--- src/rtl/cpu_pkg.sv ---
// Shared CPU datapath definitions: operand width and the immediate-extender mode encodings.
package cpu_pkg;

   localparam int CPU_DATA_W = 16;

   typedef logic [1:0] sext_mode_t;

   localparam sext_mode_t SEXT_SIGN = 2'b00;
   localparam sext_mode_t SEXT_ZERO = 2'b01;
   localparam sext_mode_t SEXT_PASS = 2'b10;
   localparam sext_mode_t SEXT_RSVD = 2'b11;

endpackage

--- src/rtl/sext_pipe_if.sv ---
// Valid/ready request and response bundle between decode, the extender and the operand mux.
interface sext_pipe_if
   import cpu_pkg::*;
#(
   parameter int DATA_W    = CPU_DATA_W,
   parameter int MAX_SHIFT = 3,
   parameter int MSB_W     = $clog2(DATA_W),
   parameter int SHIFT_W   = $clog2(MAX_SHIFT + 1)
);
   logic               in_valid;
   logic               in_ready;
   logic [DATA_W-1:0]  in_data;
   logic [MSB_W-1:0]   in_msb;
   logic [SHIFT_W-1:0] in_shift;
   sext_mode_t         in_mode;
   logic               out_valid;
   logic               out_ready;
   logic [DATA_W-1:0]  out_data;
   logic               out_trunc;
   logic               out_err;

   modport master (
      output in_valid, in_data, in_msb, in_shift, in_mode, out_ready,
      input  in_ready, out_valid, out_data, out_trunc, out_err
   );

   modport slave (
      input  in_valid, in_data, in_msb, in_shift, in_mode, out_ready,
      output in_ready, out_valid, out_data, out_trunc, out_err
   );
endinterface

--- src/rtl/sext_pipe_core.sv ---
// Combinational extend step: sign/zero-extend or pass a shifted field from a runtime MSB position.
module sext_core
   import cpu_pkg::*;
#(
   parameter int DATA_W = CPU_DATA_W,
   parameter int MSB_W  = $clog2(DATA_W)
) (
   input  logic [DATA_W-1:0] sh,
   input  logic [MSB_W-1:0]  msb,
   input  sext_mode_t        mode,
   output logic [DATA_W-1:0] data
);
   logic [DATA_W-1:0] hi_mask_s;

   // Two-step shift keeps every shift amount below DATA_W; msb==DATA_W-1 yields an empty mask.
   always_comb begin
      hi_mask_s = ({DATA_W{1'b1}} << msb) << 1'b1;
      data      = sh;
      case (mode)
         SEXT_SIGN: begin
            if (sh[msb]) begin
               data = sh | hi_mask_s;
            end else begin
               data = sh & ~hi_mask_s;
            end
         end
         SEXT_ZERO: data = sh & ~hi_mask_s;
         SEXT_PASS: data = sh;
         SEXT_RSVD: data = sh;
         default:   data = sh;
      endcase
   end
endmodule

--- src/rtl/sext_pipe.sv ---
// Two-stage valid/ready immediate extender: stage 1 scales the field, stage 2 extends it.
module sext_pipe
   import cpu_pkg::*;
#(
   parameter int DATA_W    = CPU_DATA_W,
   parameter int MAX_SHIFT = 3,
   parameter int MSB_W     = $clog2(DATA_W),
   parameter int SHIFT_W   = $clog2(MAX_SHIFT + 1)
) (
   input  logic        clk,
   input  logic        rst,
   sext_pipe_if.slave  bus
);
   logic               s1_valid_r;
   logic               s2_valid_r;
   logic               s1_load_s;
   logic               s2_load_s;
   logic               in_fire_s;
   logic               shift_ovf_s;
   logic [DATA_W-1:0]  top_mask_s;
   logic [DATA_W-1:0]  sh_s;
   logic               trunc_s;
   logic               err_s;
   logic [DATA_W-1:0]  s1_sh_r;
   logic [MSB_W-1:0]   s1_msb_r;
   sext_mode_t         s1_mode_r;
   logic               s1_trunc_r;
   logic               s1_err_r;
   logic [DATA_W-1:0]  ext_s;
   logic [DATA_W-1:0]  out_data_r;
   logic               out_trunc_r;
   logic               out_err_r;

   // An out-of-range shift is only encodable when MAX_SHIFT+1 is not a power of two.
   generate
      if (((1 << SHIFT_W) - 1) > MAX_SHIFT) begin : g_ovf
         assign shift_ovf_s = (32'(bus.in_shift) > 32'(MAX_SHIFT));
      end else begin : g_no_ovf
         assign shift_ovf_s = 1'b0;
      end
   endgenerate

   // in_ready depends combinationally on out_ready so a full pipe still streams at one per cycle.
   assign s2_load_s    = !s2_valid_r || bus.out_ready;
   assign s1_load_s    = !s1_valid_r || s2_load_s;
   assign in_fire_s    = bus.in_valid && s1_load_s;
   assign bus.in_ready = s1_load_s;

   // Stage-1 scaling and detection of set bits lost off the top.
   always_comb begin
      top_mask_s = ~({DATA_W{1'b1}} >> bus.in_shift);
      sh_s       = bus.in_data;
      trunc_s    = 1'b0;
      if (shift_ovf_s) begin
         sh_s    = bus.in_data;
         trunc_s = 1'b0;
      end else begin
         sh_s    = bus.in_data << bus.in_shift;
         trunc_s = |(bus.in_data & top_mask_s);
      end
      err_s = (bus.in_mode == SEXT_RSVD) || shift_ovf_s;
   end

   // Stage-1 register: payload is captured only on an accepted request.
   always_ff @(posedge clk) begin
      if (rst) begin
         s1_valid_r <= 1'b0;
         s1_sh_r    <= '0;
         s1_msb_r   <= '0;
         s1_mode_r  <= SEXT_SIGN;
         s1_trunc_r <= 1'b0;
         s1_err_r   <= 1'b0;
      end else begin
         if (s1_load_s) begin
            s1_valid_r <= bus.in_valid;
         end
         if (in_fire_s) begin
            s1_sh_r    <= sh_s;
            s1_msb_r   <= bus.in_msb;
            s1_mode_r  <= bus.in_mode;
            s1_trunc_r <= trunc_s;
            s1_err_r   <= err_s;
         end
      end
   end

   sext_core #(
      .DATA_W (DATA_W),
      .MSB_W  (MSB_W)
   ) u_core (
      .sh   (s1_sh_r),
      .msb  (s1_msb_r),
      .mode (s1_mode_r),
      .data (ext_s)
   );

   // Stage-2 / output register: held unchanged while the consumer stalls.
   always_ff @(posedge clk) begin
      if (rst) begin
         s2_valid_r  <= 1'b0;
         out_data_r  <= '0;
         out_trunc_r <= 1'b0;
         out_err_r   <= 1'b0;
      end else begin
         if (s2_load_s) begin
            s2_valid_r <= s1_valid_r;
            if (s1_valid_r) begin
               out_data_r  <= ext_s;
               out_trunc_r <= s1_trunc_r;
               out_err_r   <= s1_err_r;
            end
         end
      end
   end

   assign bus.out_valid = s2_valid_r;
   assign bus.out_data  = out_data_r;
   assign bus.out_trunc = out_trunc_r;
   assign bus.out_err   = out_err_r;
endmodule
--- src/flat_wrapper.sv ---
// flat-port wrapper written by rule: the top's interface ports become plain ports
module sext_pipe_flat import cpu_pkg::*;
#(
   parameter int DATA_W    = CPU_DATA_W,
   parameter int MAX_SHIFT = 3,
   parameter int MSB_W     = $clog2(DATA_W),
   parameter int SHIFT_W   = $clog2(MAX_SHIFT + 1)
)
  (clk, rst, bus_in_valid, bus_in_data, bus_in_msb, bus_in_shift, bus_in_mode, bus_out_ready, bus_in_ready, bus_out_valid, bus_out_data, bus_out_trunc, bus_out_err);
  sext_pipe_if #(.DATA_W(DATA_W), .MAX_SHIFT(MAX_SHIFT), .MSB_W(MSB_W), .SHIFT_W(SHIFT_W)) bus_i ();
  input  logic clk;
  input  logic rst;
  input wire logic [$bits(bus_i.in_valid)-1:0] bus_in_valid;
  input wire logic [$bits(bus_i.in_data)-1:0] bus_in_data;
  input wire logic [$bits(bus_i.in_msb)-1:0] bus_in_msb;
  input wire logic [$bits(bus_i.in_shift)-1:0] bus_in_shift;
  input wire logic [$bits(bus_i.in_mode)-1:0] bus_in_mode;
  input wire logic [$bits(bus_i.out_ready)-1:0] bus_out_ready;
  output wire logic [$bits(bus_i.in_ready)-1:0] bus_in_ready;
  output wire logic [$bits(bus_i.out_valid)-1:0] bus_out_valid;
  output wire logic [$bits(bus_i.out_data)-1:0] bus_out_data;
  output wire logic [$bits(bus_i.out_trunc)-1:0] bus_out_trunc;
  output wire logic [$bits(bus_i.out_err)-1:0] bus_out_err;
  assign bus_i.in_valid = bus_in_valid;
  assign bus_i.in_data = bus_in_data;
  assign bus_i.in_msb = bus_in_msb;
  assign bus_i.in_shift = bus_in_shift;
  assign bus_i.in_mode = bus_in_mode;
  assign bus_i.out_ready = bus_out_ready;
  assign bus_in_ready = bus_i.in_ready;
  assign bus_out_valid = bus_i.out_valid;
  assign bus_out_data = bus_i.out_data;
  assign bus_out_trunc = bus_i.out_trunc;
  assign bus_out_err = bus_i.out_err;
  sext_pipe #(.DATA_W(DATA_W), .MAX_SHIFT(MAX_SHIFT), .MSB_W(MSB_W), .SHIFT_W(SHIFT_W)) u_core (.clk(clk), .rst(rst), .bus(bus_i));
endmodule
--- config.mk ---
export PLATFORM = sky130hd
export DESIGN_NAME = sext_pipe_flat
export DESIGN_NICKNAME = d
export VERILOG_FILES = /design/src/rtl/cpu_pkg.sv /design/src/rtl/sext_pipe_if.sv /design/src/rtl/sext_pipe_core.sv /design/src/rtl/sext_pipe.sv /design/src/flat_wrapper.sv
export SDC_FILE = /design/constraint.sdc
export NUM_CORES = 1
export LEC_CHECK = 0
export ABC_CLOCK_PERIOD_IN_PS = 1900
export BUFFER_PORTS_ARGS = -buffer_cell sky130_fd_sc_hd__clkbuf_2
export CORE_MARGIN = 2
export CORE_UTILIZATION = 55
export DETAILED_ROUTE_END_ITERATION = 8
export PLACE_DENSITY = 0.8
export SLEW_MARGIN = 10
export SYNTH_ARGS = -nofsm -noshare
export SYNTH_HDL_FRONTEND = slang
export SYNTH_SLANG_ARGS = --single-unit
--- constraint.sdc ---
create_clock -name clk -period 1.9 [get_ports clk]
set_input_delay 0.38 -clock clk [delete_from_list [all_inputs] [get_ports clk]]
set_output_delay 0.38 -clock clk [all_outputs]
set_load 0.02 [all_outputs]
## After elaboration in Yosys (flattened, before gate mapping)

Index checks and enable logic that the tools add are counted.
Widths: inputs -> output; s select.

| cells by class | value |
|---|---|
| order comparisons | 1 |
| equality and inequality tests | 4 |
| shift-type cells | 3 |
| muxes and demuxes | 4 |
| bitwise logic cells | 5 |
| reductions and logical operators | 9 |

Operators with widths:

| cell | count |
|---|---|
| $pmux 16 s3 | 1 |
| $and 16x16->16 | 2 |
| $not 16->16 | 2 |
| $mux 16 | 1 |
| $or 16x16->16 | 1 |
| $reduce_or 16->1 | 1 |
| $shl 16x2->16 | 1 |
| $shl 16x4->15 const A | 1 |
| $shr 16x2->16 const A | 1 |
| $eq 2x2->1 const B | 3 |
| $lt 4x5->1 const B | 1 |
| $bmux 1 s4 | 1 |
| $eq 2x1->1 const B | 1 |
| $logic_not 1->1 | 2 |
| $logic_not 2->1 | 1 |
| $logic_or 1x1->1 | 2 |
| $reduce_and 2->1 | 1 |
| $reduce_or 2->1 | 1 |
| $logic_and 1x1->1 | 1 |
| $mux 1 | 1 |

| word-level totals | value |
|---|---|
| flip-flop bits (word level) | 44 |
| output and inout bits | 20 |
| word-level logic and storage cells | 36 |

## Depth between registers and ports, before layout

Gate-level depths: netlist of run 1.

| depth | value |
|---|---|
| depth after elaboration | 5 |
| depth in mapped cells | 7 |
| gate-level depth less buffers | 5 |

## By module

Synthesis of run 1 repeated with hierarchy kept, for this count alone.

| unflattened totals | value |
|---|---|
| cells, all modules | 297 |
| area, all modules | 2549.9 µm² |

By module, submodules not included:

| module | instances | cells an instance | area an instance (µm²) | sequential area each (µm²) |
|---|---|---|---|---|
| sext_pipe | 1 | 220 | 1991.9 | 880.8 |
| sext_core | 1 | 77 | 558.0 | 0.0 |

## Least setup slack after synthesis of run 1

OpenSTA, ideal clock, no wires.

| timing | value |
|---|---|
| kind | input port to flip-flop |
| start point | input bus_in_shift[0] |
| end point | register u_core.s1_sh_r[14] |
| setup time | 132 ps |
| arrival | 1525 ps |
| required time | 1768 ps |
| setup slack | 243 ps |
| stages on the path | 5 |
| path buffers | 2 |
| path through | buf_2 > buf_2 > mux4_2 > nand2_1 > a21oi_1 |

| on the way | value |
|---|---|
| cells in the longest elaborated chain, start to end | 1 |

Ends and longest elaborated chain:

| element | line | RTL |
|---|---|---|
| from (decl) | flat_wrapper.sv:16 | `input wire logic [$bits(bus_i.in_shift)-1:0] bus_in_shift;` |
| $shl 16x2->16 | sext_pipe.sv:58 | `sh_s = bus.in_data << bus.in_shift;` |
| to (signal assigned) | sext_pipe.sv:78 | `s1_sh_r <= sh_s;` |
| to (decl) | sext_pipe.sv:24 | `logic [DATA_W-1:0] s1_sh_r;` |

Every way passes these cells.
A chain may end at the register's enable or synchronous reset.

## Worst setup path in the final report of run 1

| timing | value |
|---|---|
| start point | register u_core.s1_msb_r[1] |
| end point | register u_core.out_data_r[13] (netlist: u_core.bus.out_data[13]) |

| on the way | value |
|---|---|
| cells in the longest elaborated chain, start to end | 5 |

Ends and longest elaborated chain:

| element | line | RTL |
|---|---|---|
| from (decl) | sext_pipe.sv:25 | `logic [MSB_W-1:0] s1_msb_r;` |
| from (signal assigned) | sext_pipe.sv:79 | `s1_msb_r <= bus.in_msb;` |
| $shl 16x4->15 | sext_pipe_core.sv:17 | `hi_mask_s = ({DATA_W{1'b1}} << msb) << 1'b1;` |
| $not 16->16 | sext_pipe_core.sv:24, sext_pipe_core.sv:27 |  |
| $and 16x16->16 | sext_pipe_core.sv:24, sext_pipe_core.sv:27 |  |
| $mux 16 | sext_pipe_core.sv:21 | `if (sh[msb]) begin` |
| $pmux 16 s3 (*) | sext_pipe_core.sv:19 | `case (mode)` |
| to (signal assigned) | sext_pipe.sv:108 | `out_data_r <= ext_s;` |
| to (decl) | sext_pipe.sv:30 | `logic [DATA_W-1:0] out_data_r;` |

Mark *: on every way between the ends. The rest lies on a longest branch, timed or not. The select of a mux whose other input is x is not followed.

==> results of run 1 <==
-- per-layer routing --
| layer | track usage (%) | up-vias | share of wire [%] |
|---|---|---|---|
| li1 | - | 1108 | - |
| met1 | 32.1 | 1024 | 47 |
| met2 | 34.9 | 73 | 45 |
| met3 | 2.62 | 10 | 6.1 |
| met4 | 9.40 | 0 | 1.8 |
| met5 | 0 | - | 0 |
-- through the flow --
step	power [uW]	utilization, %	std cells	worst slack, ns
finish	2190	68.3	378	0.108
global route	2290	68.3	378	0.00554
CTS	2190	68.3	378	0.115
detailed placement	1470	65.5	370	0.129
global placement	1460	65.5	370	0.152
floorplan	1340	-	283	0.243
-- state kept, by name (all words and copies together), names as in the netlist --
signal	cells
u_core.bus.out_data	16
u_core.s1_sh_r	16
u_core.s1_msb_r	4
u_core.s1_mode_r	2
u_core.bus.out_err	1
u_core.bus.out_trunc	1
u_core.bus.out_valid	1
u_core.s1_err_r	1
u_core.s1_trunc_r	1
u_core.s1_valid_r	1
-- report_power, final --
group	total (uW)	switching (uW)	internal, uW
combinational	416	229	187
sequential	1040	54.1	981
clock	738	342	396
total	2190	625	1560
-- area by class of cell --
cell class	instances	area share, %
Sequential cell	44	31.6
Clock inverter	3	1.66
Inverter	2	0.269
Clock buffer	5	2.47
Tap cell	50	2.24
Timing Repair Buffer	62	12.5
Multi-Input combinational cell	212	49.3
-- layout by cell type, fill, tap and decap left out, types with 2 or more instances in the layout --
cell type and count:
nand2_1 57, clkbuf_2 47, dfxtp_1 44, a21oi_1 36, nor2_1 20, nor3_1 15
buf_4 15, mux4_2 14, nand2b_1 10, o21ai_0 10, a211oi_1 9, a221oi_1 6
mux2i_1 5, o21bai_1 5, clkbuf_8 5, nor2b_1 4, nand3_1 4, nand3b_1 3
a311oi_1 3, and2_1 2, inv_1 2
-- timing repair --
action	CTS	global route
buffers inserted	0	0
endpoints found under the hold margin	0	0
setup endpoints to repair	0	7
-- worst paths after layout --
path	startpoint	to	slack, ns	depth (start not counted)
hold reg to reg	u_core.bus.out_data[0]	u_core.bus.out_data[0]	0.46	2
setup / recovery	u_core.s1_msb_r[1]	u_core.bus.out_data[13]	0.11	4
setup reg to reg	u_core.s1_msb_r[1]	u_core.bus.out_data[13]	0.11	4
hold / removal	bus_in_msb[2]	u_core.s1_msb_r[2]	0.29	3
-- kinds of logic (layout without fill, tap and decap cells) --
| kind of cell | after synthesis | in the layout | share of synthesized area (%) |
|---|---|---|---|
| muxes | 19 | 19 | 15.4 |
| DFF | 44 | 44 | 37.2 |
| buffers and inverters | 27 | 72 | 4.75 |
| and+or+nand+nor | 117 | 117 | 22.0 |
| AOI/OAI and AO/OA | 76 | 76 | 20.7 |
-- critical path: stages, from the launching register on --
cell and delay (ns):
dfxtp_1 0.37, mux4_2 0.50, o2111a_2 0.35, a41oi_4 0.31, a311oi_1 0.14
==> metrics, run 1 <==
register cell area after layout=approximately 880 um2; clock-pin slew of the registers on the worst-case setup and hold paths=~0.09 ns; cts bufs inserted=5; Static Leak=0.00114 uW; synth unique cells=31; cell area after placement=2680 um2; Horiz. Die Dim=69.6 um; largest fanout of any net on the critical path=8; row count=23; vias in the first global route=1899; Routed WL per cell=14.1 um; critical path start-end classification=reg -> reg; Clock Root Buffer=clkbuf_8; Commonest cells post-synth=nand2_1 (57), dfxtp_1 (44), a21oi_1 (36); number of max-cap violations=0; total routing resource utilization after global routing=~23%; average footprint of a synthesized cell=8.37 um2; post-cts hold buffer count=0; clock insertion delay at the later pin of the skew report=roughly 0.30 ns; area share of the largest cell type after synthesis=a little under two fifths; final number of setup-violating endpoints=0; Clock Skews=~0.0054 ns; fraction of the yosys area taken by sequential cells=approximately 37%; Gate Count Post-Synth=283; count of nets after finishing=around 360; final sum of negative setup slack=0 ns; quantity of I/O buffers inserted on ports=47; antenna violations before repair=0; post-route design area=approximately 2800 um2; detailed placer's ending HPWL=roughly 3900 um; maximum number of pins on one net before global-route repair=25; count of pins on the block boundary=48; count of endpoints failing hold in the final timing report=0; CP Launch Type=register; height of the die=a little under 70 um; total die area=between 4000 and 5000 um2; DR pass1 iterations=4; fill cell instance count of the final layout=around 360; pin slew with the least headroom to its limit=~0.57 ns; peak clock frequency supported by timing=around 560 MHz; setup repair after global routing missed its margin=false; global-route wire length before repair=between 8000 and 9000 um; largest area contributor in the synthesized netlist=dfxtp_1; grt total ovfl=0; core outline area=approximately 4100 um2; area added between synthesis and finish=17.7%; most common cell in the netlist=nand2_1; TritonCTS clock tree=built; Hold Worst Slack=0.290 ns; number of cells upsized or downsized after cts=0; power density over the cells=approximately 780 nW/um2; top cells by area in the synthesized netlist=dfxtp_1 (37%), mux4_2 (13%), nand2_1 (9.0%); detailed router's first-iteration violation count=around 230; detailed-route vias per instance=5.86; Tmin final=1.79 ns; required time of the worst setup path=~2.1 ns; signal arrival time at the worst endpoint=1.97 ns; Post-synth EDFFs=0; clock sinks=44; Hold Path Class=in -> reg; most used flip-flop cell after synthesis=dfxtp_1; Max Root-Sink Buffers=2; number of diodes=0; Tcrit/Tclk final=between 90 and 100%; Max transition margin=about three fifths; fraction of final layout cells sized beyond drive strength 1=about a quarter; status=finished clean; syn nets=311; total number of H-tree levels=2; footprint of the multi-input gates=approximately 1400 um2; post-synthesis instance area=~2400 um2; YS warnings=0; starting density of the core=around 58%; critical path capture point type=register; gpl congestion=~0.93; number of synthesized register bits=44; final count of pins violating max slew=0; # DRC=0; final antenna-violating net count=0; maximum resistive drop on vdd=roughly 0.36 mV; count of vias placed by the detailed router=approximately 2200; Detailed Route WL=5350 um; Async SR Flop Fraction=0%
Power figures use the tool's default switching activity.
==> run 2, diff against run 1 <==
- PLACE_DENSITY: 0.8 -> not set
- PLACE_DENSITY_LB_ADDON: not set -> 0.15
==> metrics, run 2 (synthesized netlist as in run 1, its figures left out) <==
Final Instance Count excl. Fillers=376 (was 378); count of nets after finishing=353 (was 355); net switching power figure=608 uW (was 625 uW); sequential power share=50.6% (was 47.3%); final count of pins violating max slew=0 (unchanged); clock-pin slew of the registers on the worst-case setup and hold paths=0.09 ns (about the same); Max Root-Sink Buffers=2 (unchanged); internal power contribution=1430 uW (was 1560 uW); Crit Reg-Reg Startpoint=u_core.s1_msb_r[1] (unchanged); Clock Root Buffer=clkbuf_8 (unchanged); antenna violations before repair=0 (unchanged); number of diodes=0 (unchanged); grt total ovfl=0 (unchanged); status=finished clean (unchanged); row count=23 (unchanged); detailed router's first-iteration violation count=170 (was 225); post-route design area=2760 um2 (was 2790 um2); cts bufs inserted=5 (unchanged); maximum number of pins on one net before global-route repair=26 (was 25); final sum of negative setup slack=0 ns (unchanged); Static Leak=0.00112 uW (was 0.00114 uW); detailed-route vias per instance=5.70 (was 5.86); core outline area=4090 um2 (unchanged); footprint of the multi-input gates=1380 um2 (about the same); required time of the worst setup path=2.07 ns (about the same); total die area=4850 um2 (unchanged); count of pins on the block boundary=48 (unchanged); final number of setup-violating endpoints=0 (unchanged); peak clock frequency supported by timing=558 MHz (about the same); worst r2r path cells=4 (unchanged); Routed WL per cell=13.3 um (was 14.1 um); share of total power in combinational logic=20.3% (was 19.0%); Tmin final=1.79 ns (about the same); maximum resistive drop on vdd=0.351 mV (was 0.360 mV); starting density of the core=58.0% (unchanged); beginning of the worst hold path=bus_in_msb[1] (was bus_in_msb[2]); commonest non-fill, non-tap cell in the layout=nand2_1 (unchanged); clock share of power=29.1% (was 33.7%); DR pass1 iterations=4 (unchanged); Clock Skews=0.00868 ns (was 0.00537 ns); # DRC=0 (unchanged); TritonCTS clock tree=built (unchanged); CP Launch Type=register (unchanged); total number of H-tree levels=2 (unchanged); cell area after placement=2650 um2 (was 2680 um2); final antenna-violating net count=0 (unchanged); quantity of I/O buffers inserted on ports=47 (unchanged); worst-case register-to-register setup slack=0.11 ns (about the same); power density over the cells=739 nW/um2 (was 784 nW/um2); area added between synthesis and finish=16.3% (was 17.7%); setup repair after global routing missed its margin=false (unchanged); Tcrit/Tclk final=94.2% (was 94.3%); Detailed Route WL=4990 um (was 5350 um); signal arrival time at the worst endpoint=1.96 ns (was 1.97 ns); register cell area after layout=881 um2 (unchanged); critical path capture point type=register (unchanged); hold worst-path end=u_core.s1_msb_r[1] (was u_core.s1_msb_r[2]); number of cells traversed by the worst hold path=3 (unchanged); total routing resource utilization after global routing=21.5% (was 22.6%); clock insertion delay at the later pin of the skew report=0.30 ns (about the same); count of vias placed by the detailed router=2145 (was 2215); Hold Path Class=in -> reg (unchanged); commonest cells after routing, fill and taps aside=nand2_1 (57), clkbuf_2 (47), dfxtp_1 (44) (unchanged); vias in the first global route=1786 (was 1899); count of endpoints failing hold in the final timing report=0 (unchanged); clock sinks=44 (unchanged); fill cell instance count of the final layout=359 (was 362); number of max-cap violations=0 (unchanged); gpl congestion=0.933 (was 0.926); worst reg2reg path endpoint=u_core.bus.out_data[13] (unchanged); Horiz. Die Dim=69.6 um (unchanged); Power, Total=2030 uW (was 2190 uW); final worst-path setup slack=0.109 ns (was 0.108 ns); critical path start-end classification=reg -> reg (unchanged); global-route wire length before repair=8420 um (was 8920 um); number of placed instances with taps included=367 (was 370); switching part of the total=29.9% (was 28.6%); largest fanout of any net on the critical path=8 (unchanged); Max transition margin=57.1% (was 61.8%); setup slack after placement=0.112 ns (was 0.129 ns); height of the die=69.6 um (unchanged); detailed placer's ending HPWL=3730 um (was 3920 um); fraction of final layout cells sized beyond drive strength 1=25.8% (was 26.2%); pin slew with the least headroom to its limit=0.643 ns (was 0.572 ns)
==> run 2: worst max-delay path: stages, from the launching register on <==
cell and delay [ns]:
dfxtp_1 0.37, mux4_2 0.50, o2111a_2 0.34, a41oi_4 0.31, a311oi_1 0.14
==> run 2: per-layer routing <==
layer  GRT usage [%]  wire, um  vias to the layer above  part of all wire, %
met1            31.1      2400                      971                   48
met5               0         0                        -                    0
li1                -         -                     1107                    -
met2            31.9      2190                       59                   44
met3            4.36       296                        8                  5.9
met4            7.48       101                        0                  2.0
==> run 2: how the worst max path moves through the flow <==
stage	startpoint	to	slack, ns
floorplan	bus_in_shift[0]	u_core.s1_sh_r[14]	0.24
global placement	u_core.s1_msb_r[1]	u_core.bus.out_data[13]	0.17
detailed placement	u_core.s1_msb_r[1]	u_core.bus.out_data[13]	0.11
CTS	u_core.s1_msb_r[1]	u_core.bus.out_data[13]	0.1
global route	u_core.s1_msb_r[1]	u_core.bus.out_data[13]	0.003
finish	u_core.s1_msb_r[1]	u_core.bus.out_data[13]	0.11
==> run 2: final cells by class <==
class / count / area share (%)
clock inverter: 3 / 0.772
tap: 50 / 2.27
multi-input combinational: 212 / 50.0
clock buffer: 5 / 2.50
inverter: 2 / 0.272
timing repair buffer: 60 / 12.2
sequential: 44 / 32.0
==> run 2: per-stage QoR <==
step | utilization [%] | hold WS (ns)
6_report | 67.4 | 0.290
5_1_grt | 67.4 | 0.280
4_1_cts | 67.1 | 0.286
3_5_place_dp | 64.9 | 0.446
3_3_place_gp | 64.9 | 0.437
2_1_floorplan | - | 0.432
==> run 2: power groups by stage <==
| stage | combinational, uW | sequential (uW) | clock [uW] |
|---|---|---|---|
| after floorplan | 269 | 1070 | 0 |
| after global placement | 406 | 1050 | 0 |
| after detailed placement | 409 | 1050 | 0 |
| after CTS | 411 | 1030 | 606 |
| after global routing | 460 | 1040 | 644 |
| final | 414 | 1030 | 592 |
==> run 2: timing repair <==
action / 4_1_cts / 5_1_grt
setup buffers: 0 / 1
hold buffers: 0 / 0
gates resized for setup: 0 / 2
endpoints found under the setup margin: 0 / 7
